===== config.mk =====
export PLATFORM = sky130hd
export DESIGN_NAME = nokia_lcd_sequencer_flat
export DESIGN_NICKNAME = d
export VERILOG_FILES = /design/src/rtl/nokia_lcd_sequencer_pkg.sv /design/src/rtl/nokia_lcd_sequencer_if.sv /design/src/rtl/nokia_lcd_sequencer_byte_tx.sv /design/src/rtl/nokia_lcd_sequencer.sv /design/src/flat_wrapper.sv
export SDC_FILE = /design/constraint.sdc
export NUM_CORES = 1
export LEC_CHECK = 0
export BUFFER_PORTS_ARGS = -buffer_cell sky130_fd_sc_hd__buf_4
export CAP_MARGIN = 20
export CORE_ASPECT_RATIO = 0.5
export CORE_MARGIN = 3
export CORE_UTILIZATION = 50
export DETAILED_ROUTE_END_ITERATION = 8
export HOLD_SLACK_MARGIN = 0.12
export PLACE_DENSITY = 0.72
export SLEW_MARGIN = 10
export SYNTH_ARGS = -nofsm -noshare
export SYNTH_HDL_FRONTEND = slang
export SYNTH_HIERARCHICAL = 1
export SYNTH_SLANG_ARGS = --single-unit

===== constraint.sdc =====
create_clock -name clk -period 2.5 [get_ports clk]
set_input_delay 0.625 -clock clk [delete_from_list [all_inputs] [get_ports clk]]
set_output_delay 0.625 -clock clk [all_outputs]
set_load 0.01 [all_outputs]

===== src/rtl/nokia_lcd_sequencer_pkg.sv =====
// rtl/nokia_lcd_sequencer_pkg.sv - shared types and PCD8544 command constants for the LCD sequencer
// Contents: main/byte-handshake FSM state enums, command byte constants,
//           init-list length and the init-list lookup function.
package nokia_lcd_pkg;

    typedef enum logic [3:0] {
        ST_RST_LOW,
        ST_RST_WAIT,
        ST_INIT,
        ST_IDLE,
        ST_INV,
        ST_ADDR,
        ST_FB_RD,
        ST_FB_TX,
        ST_DONE
    } main_state_e;

    typedef enum logic [1:0] {
        TX_IDLE,
        TX_REQ,
        TX_WAIT
    } tx_state_e;

    localparam logic [7:0] FUNC_EXT  = 8'h21;
    localparam logic [7:0] TEMP      = 8'h04;
    localparam logic [7:0] BIAS      = 8'h14;
    localparam logic [7:0] FUNC_BAS  = 8'h20;
    localparam logic [7:0] DISP_NORM = 8'h0C;
    localparam logic [7:0] DISP_INV  = 8'h0D;
    localparam logic [7:0] SET_X0    = 8'h80;
    localparam logic [7:0] SET_Y0    = 8'h40;

    localparam int INIT_LEN = 6;

    // Init list: extended mode, contrast, temp coeff, bias, basic mode, display control.
    function automatic logic [7:0] init_byte(input logic [2:0] idx, input logic [7:0] vop,
                                             input logic inv);
        case (idx)
            3'd0:    init_byte = FUNC_EXT;
            3'd1:    init_byte = vop;
            3'd2:    init_byte = TEMP;
            3'd3:    init_byte = BIAS;
            3'd4:    init_byte = FUNC_BAS;
            default: init_byte = inv ? DISP_INV : DISP_NORM;
        endcase
    endfunction

endpackage


===== src/rtl/nokia_lcd_sequencer_if.sv =====
// rtl/nokia_lcd_sequencer_if.sv - sequencer-to-spi_master byte interface
// Signals: start (byte request), data (byte), cmd (0=command, 1=RAM data),
//          div (spi_master clock divider), busy (spi_master busy).
// Modports: master = sequencer side, slave = spi_master side.
interface nokia_lcd_sequencer_if;
    logic        start;
    logic [7:0]  data;
    logic        cmd;
    logic [15:0] div;
    logic        busy;

    modport master (output start, output data, output cmd, output div, input busy);
    modport slave  (input start, input data, input cmd, input div, output busy);
endinterface


===== src/rtl/nokia_lcd_sequencer_byte_tx.sv =====
// rtl/nokia_lcd_sequencer_byte_tx.sv - one-byte start/busy handshake towards spi_master
// Ports: clk, reset (async, active-high); go_i/byte_i/cmd_i request a byte (accepted when idle);
//        spi_busy_i from spi_master; spi_start_o/spi_data_o/spi_cmd_o to spi_master;
//        done_o pulses for one cycle when spi_master has finished the byte.
module lcd_byte_tx
    import nokia_lcd_pkg::*;
(
    input  logic       clk,
    input  logic       reset,
    input  logic       go_i,
    input  logic [7:0] byte_i,
    input  logic       cmd_i,
    input  logic       spi_busy_i,
    output logic       spi_start_o,
    output logic [7:0] spi_data_o,
    output logic       spi_cmd_o,
    output logic       done_o
);

    tx_state_e  state_q, state_d;
    logic [7:0] data_q, data_d;
    logic       cmd_q, cmd_d;

    always_ff @(posedge clk or posedge reset) begin
        if (reset) begin
            state_q <= TX_IDLE;
            data_q  <= 8'h00;
            cmd_q   <= 1'b0;
        end else begin
            state_q <= state_d;
            data_q  <= data_d;
            cmd_q   <= cmd_d;
        end
    end

    // start stays high up to and including the first cycle busy is seen (acceptance),
    // so spi_master can never miss it and never sees it again afterwards.
    always_comb begin
        state_d     = state_q;
        data_d      = data_q;
        cmd_d       = cmd_q;
        spi_start_o = 1'b0;
        done_o      = 1'b0;
        case (state_q)
            TX_IDLE: begin
                if (go_i) begin
                    data_d  = byte_i;
                    cmd_d   = cmd_i;
                    state_d = TX_REQ;
                end
            end
            TX_REQ: begin
                spi_start_o = 1'b1;
                if (spi_busy_i) state_d = TX_WAIT;
            end
            TX_WAIT: begin
                if (!spi_busy_i) begin
                    done_o  = 1'b1;
                    state_d = TX_IDLE;
                end
            end
            default: state_d = TX_IDLE;
        endcase
    end

    assign spi_data_o = data_q;
    assign spi_cmd_o  = cmd_q;

endmodule


===== src/rtl/nokia_lcd_sequencer.sv =====
// rtl/nokia_lcd_sequencer.sv - PCD8544 (Nokia 5110) reset/init/framebuffer sequencer for spi_master
// Ports: clk, reset (async, active-high); refresh_req_i (request a frame); fb_data_i (RAM data,
//        1-cycle latency); invert_i (only with LCD_INVERT_EN); fb_addr_o (RAM address);
//        lcd_rst_n_o (LCD reset pin); init_done_o; frame_busy_o; frame_done_o (1-cycle pulse);
//        spi (nokia_lcd_sequencer_if.master) to spi_master.
// Optional feature macro: LCD_INVERT_EN (adds invert_i and display-inversion control).
module nokia_lcd_sequencer
    import nokia_lcd_pkg::*;
#(
    parameter logic [15:0] RST_LOW_CYC  = 16'd50000,
    parameter logic [15:0] RST_WAIT_CYC = 16'd50000,
    parameter logic [15:0] SPI_DIV      = 16'd8,
    parameter logic [7:0]  VOP          = 8'hB1,
    parameter logic [9:0]  FB_BYTES     = 10'd504
) (
    input  logic                         clk,
    input  logic                         reset,
    input  logic                         refresh_req_i,
    input  logic [7:0]                   fb_data_i,
`ifdef LCD_INVERT_EN
    input  logic                         invert_i,
`endif
    output logic [8:0]                   fb_addr_o,
    output logic                         lcd_rst_n_o,
    output logic                         init_done_o,
    output logic                         frame_busy_o,
    output logic                         frame_done_o,
    nokia_lcd_sequencer_if.master        spi
);

    main_state_e state_q, state_d;
    logic [15:0] cnt_q, cnt_d;
    logic [2:0]  idx_q, idx_d;
    logic        wait_q, wait_d;
    logic [8:0]  addr_q, addr_d;
    logic        pending_q, pending_d;
    logic        init_done_q, init_done_d;
    logic        busy_q, busy_d;
    logic        rstn_q, rstn_d;
    logic        inv_q;

    logic        sending;
    logic        tx_go;
    logic [7:0]  tx_byte;
    logic        tx_cmd;
    logic        tx_done;

`ifdef LCD_INVERT_EN
    logic        inv_d;
    always_ff @(posedge clk or posedge reset) begin
        if (reset) inv_q <= 1'b0;
        else       inv_q <= inv_d;
    end
`else
    assign inv_q = 1'b0;
`endif

    always_ff @(posedge clk or posedge reset) begin
        if (reset) begin
            state_q     <= ST_RST_LOW;
            cnt_q       <= 16'd0;
            idx_q       <= 3'd0;
            wait_q      <= 1'b0;
            addr_q      <= 9'd0;
            pending_q   <= 1'b0;
            init_done_q <= 1'b0;
            busy_q      <= 1'b0;
            rstn_q      <= 1'b0;
        end else begin
            state_q     <= state_d;
            cnt_q       <= cnt_d;
            idx_q       <= idx_d;
            wait_q      <= wait_d;
            addr_q      <= addr_d;
            pending_q   <= pending_d;
            init_done_q <= init_done_d;
            busy_q      <= busy_d;
            rstn_q      <= rstn_d;
        end
    end

    always_comb begin
        state_d     = state_q;
        cnt_d       = cnt_q;
        idx_d       = idx_q;
        wait_d      = wait_q;
        addr_d      = addr_q;
        pending_d   = pending_q | refresh_req_i;
        init_done_d = init_done_q;
        busy_d      = busy_q;
        rstn_d      = rstn_q;
`ifdef LCD_INVERT_EN
        inv_d       = inv_q;
`endif
        sending     = 1'b0;
        tx_byte     = 8'h00;
        tx_cmd      = 1'b0;
        case (state_q)
            ST_RST_LOW: begin
                if (cnt_q == RST_LOW_CYC - 16'd1) begin
                    cnt_d   = 16'd0;
                    rstn_d  = 1'b1;
                    state_d = ST_RST_WAIT;
                end else begin
                    cnt_d = cnt_q + 16'd1;
                end
            end
            ST_RST_WAIT: begin
                if (cnt_q == RST_WAIT_CYC - 16'd1) begin
                    cnt_d   = 16'd0;
                    idx_d   = 3'd0;
                    state_d = ST_INIT;
`ifdef LCD_INVERT_EN
                    inv_d   = invert_i;
`endif
                end else begin
                    cnt_d = cnt_q + 16'd1;
                end
            end
            ST_INIT: begin
                sending = 1'b1;
                tx_byte = init_byte(idx_q, VOP, inv_q);
                if (tx_done) begin
                    if (idx_q == 3'(INIT_LEN - 1)) begin
                        init_done_d = 1'b1;
                        state_d     = ST_IDLE;
                    end else begin
                        idx_d = idx_q + 3'd1;
                    end
                end
            end
            ST_IDLE: begin
`ifdef LCD_INVERT_EN
                // An inversion change is applied before any pending frame.
                if (invert_i != inv_q) begin
                    inv_d   = invert_i;
                    state_d = ST_INV;
                end else
`endif
                if (pending_q) begin
                    // A request arriving in this very cycle still counts for the next frame.
                    pending_d = refresh_req_i;
                    busy_d    = 1'b1;
                    idx_d     = 3'd0;
                    state_d   = ST_ADDR;
                end
            end
            ST_INV: begin
                sending = 1'b1;
                tx_byte = inv_q ? DISP_INV : DISP_NORM;
                if (tx_done) state_d = ST_IDLE;
            end
            ST_ADDR: begin
                sending = 1'b1;
                tx_byte = idx_q[0] ? SET_Y0 : SET_X0;
                if (tx_done) begin
                    if (idx_q[0]) state_d = ST_FB_RD;
                    else          idx_d   = 3'd1;
                end
            end
            ST_FB_RD: begin
                state_d = ST_FB_TX;
            end
            ST_FB_TX: begin
                // fb_data_i is valid here because the address was presented in ST_FB_RD;
                // the byte is captured by lcd_byte_tx when the request is issued.
                sending = 1'b1;
                tx_byte = fb_data_i;
                tx_cmd  = 1'b1;
                if (tx_done) begin
                    if ({1'b0, addr_q} == FB_BYTES - 10'd1) begin
                        addr_d  = 9'd0;
                        busy_d  = 1'b0;
                        state_d = ST_DONE;
                    end else begin
                        addr_d  = addr_q + 9'd1;
                        state_d = ST_FB_RD;
                    end
                end
            end
            ST_DONE: begin
                state_d = ST_IDLE;
            end
            default: state_d = ST_RST_LOW;
        endcase

        // One request per byte: wait_q is set when a byte is issued and cleared on its completion.
        tx_go = sending & ~wait_q;
        if (tx_go)   wait_d = 1'b1;
        if (tx_done) wait_d = 1'b0;
    end

    lcd_byte_tx u_byte_tx (
        .clk        (clk),
        .reset      (reset),
        .go_i       (tx_go),
        .byte_i     (tx_byte),
        .cmd_i      (tx_cmd),
        .spi_busy_i (spi.busy),
        .spi_start_o(spi.start),
        .spi_data_o (spi.data),
        .spi_cmd_o  (spi.cmd),
        .done_o     (tx_done)
    );

    assign spi.div      = SPI_DIV;
    assign fb_addr_o    = addr_q;
    assign lcd_rst_n_o  = rstn_q;
    assign init_done_o  = init_done_q;
    assign frame_busy_o = busy_q;
    assign frame_done_o = (state_q == ST_DONE);

endmodule


===== src/flat_wrapper.sv =====
// flat-port wrapper written by rule: the top's interface ports become plain ports
module nokia_lcd_sequencer_flat import nokia_lcd_pkg::*;
#(
    parameter logic [15:0] RST_LOW_CYC  = 16'd50000,
    parameter logic [15:0] RST_WAIT_CYC = 16'd50000,
    parameter logic [15:0] SPI_DIV      = 16'd8,
    parameter logic [7:0]  VOP          = 8'hB1,
    parameter logic [9:0]  FB_BYTES     = 10'd504
)
  (clk, reset, refresh_req_i, fb_data_i, fb_addr_o, lcd_rst_n_o, init_done_o, frame_busy_o, frame_done_o, spi_start, spi_data, spi_cmd, spi_div, spi_busy);
  nokia_lcd_sequencer_if spi_i ();
  input  logic clk;
  input  logic reset;
  input  logic refresh_req_i;
  input  logic [7:0] fb_data_i;
  output logic [8:0] fb_addr_o;
  output logic lcd_rst_n_o;
  output logic init_done_o;
  output logic frame_busy_o;
  output logic frame_done_o;
  output wire logic [$bits(spi_i.start)-1:0] spi_start;
  output wire logic [$bits(spi_i.data)-1:0] spi_data;
  output wire logic [$bits(spi_i.cmd)-1:0] spi_cmd;
  output wire logic [$bits(spi_i.div)-1:0] spi_div;
  input wire logic [$bits(spi_i.busy)-1:0] spi_busy;
  assign spi_start = spi_i.start;
  assign spi_data = spi_i.data;
  assign spi_cmd = spi_i.cmd;
  assign spi_div = spi_i.div;
  assign spi_i.busy = spi_busy;
  nokia_lcd_sequencer #(.RST_LOW_CYC(RST_LOW_CYC), .RST_WAIT_CYC(RST_WAIT_CYC), .SPI_DIV(SPI_DIV), .VOP(VOP), .FB_BYTES(FB_BYTES)) u_core (.clk(clk), .reset(reset), .refresh_req_i(refresh_req_i), .fb_data_i(fb_data_i), .fb_addr_o(fb_addr_o), .lcd_rst_n_o(lcd_rst_n_o), .init_done_o(init_done_o), .frame_busy_o(frame_busy_o), .frame_done_o(frame_done_o), .spi(spi_i));
endmodule

**After elaboration in Yosys (flattened, before gate mapping)**

Cells that the tools add are included.

- Register bits after elaboration: 48
- Input port bits: 12
- Output and inout port bits: 39

- $add $sub $neg: 3
- Equal/unequal tests: 32
- Mux-type cells: 40
- Bitwise gates (word level): 3
- Reductions and logical operators: 17

Operator list:

| kind | number |
|---|---|
| 4-bit two-way mux | 10 |
| 8-bit case mux with 5 select lines | 1 |
| 4-bit case mux with 9 select lines | 1 |
| 8-bit case mux with 4 select lines | 1 |
| 2-bit by 1-bit inequality test with 1-bit output, second input constant | 11 |
| 3-bit two-way mux | 6 |
| 16-bit by 1-bit adder with 16-bit output, second input constant | 1 |
| 16-bit equality test, second input constant | 1 |
| 4-bit by 3-bit equality test with 1-bit output, second input constant | 4 |
| 16-bit two-way mux | 1 |
| 1-bit two-way mux | 12 |
| 3-bit case mux with 4 select lines | 1 |
| 9-bit by 1-bit adder with 9-bit output, second input constant | 1 |
| 9-bit equality test, second input constant | 1 |
| 9-bit two-way mux | 1 |
| 9-bit AND reduction | 1 |
| 4-bit by 2-bit equality test with 1-bit output, second input constant | 2 |
| 8-bit two-way mux | 1 |
| 2-bit inequality test, second input constant | 4 |
| 7-bit AND reduction | 1 |
| 3-bit by 2-bit equality test with 1-bit output, second input constant | 2 |
| 3-bit equality test, second input constant | 2 |
| 2-bit two-way mux | 3 |
| 2-bit case mux with 3 select lines | 1 |
| 21 further kinds | 25 |

**Logic depth before layout (Yosys ltp)**

- Depth after elaboration: 6
- Depth in mapped cells: 8

**Modules after synthesis**

The synthesis kept the hierarchy.

By module, submodules not included:

| module | times used | cells an instance | area an instance (um^2) | seq. area each (um^2) |
|---|---|---|---|---|
| nokia_lcd_sequencer | 1 | 256 | 2393.5 | 925.9 |
| lcd_byte_tx | 1 | 30 | 454.2 | 275.3 |

**Worst setup path after synthesis**

No wires, ideal clock.

- Kind: register -> register
- Start point: register u_core.u_byte_tx.state_q[0]
- End point: register u_core.state_q[1]
- Setup time: 127 ps
- Arrival: 1955 ps
- Required time: 2373 ps
- Path slack: 418 ps
- Stages on the path, launching flop included: 9
- Clock period less this slack: 2082 ps
- Cell sequence: dfrtp_1 -> and2b_2 -> nor2b_1 -> clkbuf_1 -> mux2_1 -> o22a_1 -> or2_4 -> nand3_2 -> mux2_1

- Cells in the longest elaborated chain, start to end: 4

Ends and longest elaborated chain:

| what | RTL line | source |
|---|---|---|
| start, declared | nokia_lcd_sequencer_byte_tx.sv:20 | `tx_state_e state_q, state_d;` |
| start signal, assigned | nokia_lcd_sequencer_byte_tx.sv:30 | `state_q <= state_d;` |
| 2-bit equality test * | nokia_lcd_sequencer_byte_tx.sv:44 | `case (state_q)` |
| 1-bit two-way mux * | nokia_lcd_sequencer_byte_tx.sv:44 |  |
| named net u_core.tx_done | nokia_lcd_sequencer.sv:46 | `logic tx_done;` |
| 2-bit by 1-bit inequality test with 1-bit output (no line) | - |  |
| 9-bit AND reduction (no line) * | - |  |
| end signal, assigned | nokia_lcd_sequencer.sv:70 | `state_q <= state_d;` |
| end, declared | nokia_lcd_sequencer.sv:31 | `main_state_e state_q, state_d;` |

The timed path passes the listed nets; every way through them passes the cells marked *.
A chain may end at the register's enable or synchronous reset.

**Final worst setup path**

- Start point: register u_core.state_q[0]
- End point: output port frame_done_o

- Cells in the longest elaborated chain, start to end: 1

Ends and longest elaborated chain:

| what | RTL line | source |
|---|---|---|
| 4-bit equality test | nokia_lcd_sequencer.sv:211 | `assign frame_done_o = (state_q == ST_DONE);` |
| end, declared | flat_wrapper.sv:20 | `output logic frame_done_o;` |

Every way passes these cells.

==> flow_summary_export.csv <==
group,metric,value,unit
logic_synthesis,yosys_warnings,6,
clock_network,cts_setup_buffers,0,
critical_path,cp.required,1880,ps
placed_design,gp_congestion,0.883,
critical_path,r2r-start,"u_core/state_q[2]$_DFFE_PP0P_",
grt,grt_max_degree,38,
critical_path,crit_arrival,1640,ps
die,die_y,59.4,um
die,start_util,54.7,%
power_and_ir_drop,ir_drop,475,uV
grt,grt_util_all_layers,18.1,%
sta,finalCriticalPeriod,2260,ps
critical_path,regToRegSetupSlack,380,ps
placed_design,io_buffers,34,
cells_and_area,multi_input_area,1470,sq um
die,die_x,113,um
clock_network,clock-sinks,48,
logic_synthesis,synth_area,2850,sq um
placed_design,hpwl,4.24,mm
detailed_routing,drtIter0Drc,124,
logic_synthesis,ys_seq_area_share,42.2,%
cells_and_area,fin_nets,341,
detailed_routing,wl_per_cell,14.7,um
detailed_routing,dr.pass1.iters,4,
sta,rsz0062_at_grt,"false",
power_and_ir_drop,powerDensity,889,nW/um^2
sta,worst_pin_slew,536,ps
sta,final-max-slew-violation-count,0,
cells_and_area,ff_latch_area,1200,sq um
logic_synthesis,synth_cell_types,66,
grt,grt_pass1_wl,9.72,mm
cells_and_area,n_fill_cell,437,
min_path,min-delay-path-class,"in -> async",
clock_network,postCtsHoldBufs,0,
detailed_routing,ant_nets,0,
sta,skew,5.46,ps
die,fp.dieArea,6690,sq um
clock_network,cts_tree,"yes",
grt,overflow,0,
logic_synthesis,synthCells,286,
clock_network,cts_htree_levels,2,
cells_and_area,syn_to_final_growth,16.1,%
critical_path,cp_max_fo,12,
status,status,"completed",
sta,period_share,90.5,%
sta,fin_hold_ws,340,ps
detailed_routing,drt_wl_total,5.78,mm
logic_synthesis,synth_seq_cells,48,
logic_synthesis,synthArstFlopShare,100,%
cells_and_area,antenna_cells,0,
critical_path,cp-end-kind,"primary output",
detailed_routing,vias_per_cell,5.41,
power_and_ir_drop,leakagePower,1.61,nW
clock_network,cts_resized,0,
clock_network,clk_pin_slew,70,ps
sta,setup_viol,0,
grt,antenna_found_initial,0,
clock_network,numCtsBuffers,5,
critical_path,reg2regPathDepth,5,
die,core_region_area,5200,sq um
sta,setup_tns,0,ps
critical_path,start_kind,"flip-flop",
critical_path,rr_endpoint,"u_core/fb_addr_o[6]$_DFFE_PP0P_",
logic_synthesis,synth.avg_cell_area,9.96,sq um
clock_network,insertion_delay,280,ps
sta,fmax,442,MHz
sta,finalHoldViolCount,0,
die,ios,51,
logic_synthesis,synth_flop_cell,"dfrtp_1",
cells_and_area,layout-drive-gt1-share,24.5,%
die,num_rows,18,
run,maxCapViolCount,0,
detailed_routing,drc,0,
detailed_routing,vias,2126,
logic_synthesis,synth_edf_count,0,
clock_network,clock-root-buffer,"clkbuf_16",
sta,max-slew-margin-rel,64.3,%
critical_path,path_class,"reg -> out",
clock_network,clk_path_buf_depth,2,
grt,grt_pass1_vias,2079,
## Yosys cell counts (all sizes together) (4+ instances only)
library cell / count / area [sq um]
ha: 7 / 87.6
nor2b: 4 / 25.0
buf: 24 / 175
o21ai: 8 / 40.0
xnor2: 10 / 87.6
nand3: 10 / 55.1
nand2: 21 / 78.8
a21o: 5 / 37.5
nand4: 9 / 68.8
nor2: 26 / 100
inv: 13 / 48.8
nand2b: 4 / 25.0
and2: 7 / 46.3
dfrtp: 48 / 1200
mux2: 12 / 139
nor3: 8 / 50.1
xor2: 9 / 78.8
a21oi: 10 / 53.8
## where the power goes
part           switching [mW]  internal (mW)  total [mW]
Clock                   0.295          0.577       0.872
Combinational           0.502          0.484       0.986
Sequential              0.175          0.907        1.08
## cell type report
cell class	count	area share, %
Timing Repair Buffer	41	9.31
Clock inverter	3	2.08
Multi-Input combinational cell	213	44.4
Clock buffer	5	3.78
Sequential cell	48	36.3
Inverter	13	1.48
Tap cell	70	2.65
## through the flow
step	instance area (sq um)	util (%)	std cells	worst slack, ps	power, mW
floorplan	2900	-	300	418	1.83
global placement	3110	59.8	385	487	2.05
detailed placement	3110	59.8	385	425	2.08
CTS	3310	63.6	393	229	2.95
global route	3310	63.6	393	128	3.13
finish	3310	63.6	393	238	2.94
## state kept, by name, summed over array words and instances (netlist names)
signal,flops
u_core/cnt_q,16
u_core/fb_addr_o,9
u_core/frame_busy_o,1
u_core/idx_q,3
u_core/init_done_o,1
u_core/lcd_rst_n_o,1
u_core/pending_q,1
u_core/state_q,4
u_core/u_byte_tx/spi_cmd_o,1
u_core/u_byte_tx/spi_data_o,8
u_core/u_byte_tx/state_q,2
u_core/wait_q,1
## per-layer routing
layer / vias to the layer above / part of all wire [%] / track usage, %
met5: - / 0 / 0
met2: 60 / 46 / 31.4
met4: 0 / 0.47 / 3.60
met3: 4 / 5.4 / 4.59
met1: 1027 / 48 / 23.6
li1: 1035 / - / -
## critical path, stage by stage (launching register included)
cell	delay, ps
dfrtp_1	540
buf_4	250
nor4b_1	370
buf_4	190
## worst max path at each step
| stage | from | endpoint | depth (start not counted) |
|---|---|---|---|
| 2_1_floorplan | u_core/u_byte_tx/state_q[0]$_DFFE_PP0P_ | u_core/state_q[1]$_DFFE_PP0P_ | 8 |
| 3_3_place_gp | spi_busy | u_core/state_q[1]$_DFFE_PP0P_ | 7 |
| 3_5_place_dp | u_core/state_q[2]$_DFFE_PP0P_ | u_core/fb_addr_o[6]$_DFFE_PP0P_ | 5 |
| 4_1_cts | u_core/state_q[0]$_DFFE_PP0P_ | frame_done_o | 3 |
| 5_1_grt | u_core/state_q[0]$_DFFE_PP0P_ | frame_done_o | 3 |
| 6_report | u_core/state_q[0]$_DFFE_PP0P_ | frame_done_o | 3 |
## kinds of logic after synthesis
kind of cell,Yosys count,synth area share [%]
flip-flops,48,42.2
AND/OR/NAND/NOR,112,23.6
XOR/XNOR,19,5.84
multiplexers,15,5.93
buffers and inverters,39,8.13
adder cells (fa/ha/maj),7,3.08
other,2,0.264
AO/OA/AOI/OAI,44,10.9
## cells in the final DEF, fill, tap and decap left out, types with 2 or more instances in the layout
cell type / count
nor2b_1: 4
buf_4: 41
a21o_1: 5
nand3_1: 9
and2_1: 6
xor2_1: 9
and2b_2: 2
conb_1: 16
mux2_1: 2
and4bb_2: 2
nand4_2: 2
mux2_2: 9
dfrtp_1: 48
clkbuf_16: 5
o31ai_1: 2
nor2_1: 25
bufinv_16: 2
xnor2_1: 10
nor3_1: 6
and3_1: 3
nor3_2: 2
o22a_1: 2
ha_1: 7
o22ai_1: 2
inv_1: 13
a21oi_1: 9
nand4_1: 7
o21ai_0: 7
nand2_1: 21
o211ai_1: 2
mux2i_1: 3
nand2b_1: 4
or3_1: 3
Note: power is estimated with default switching activity, not from simulation.
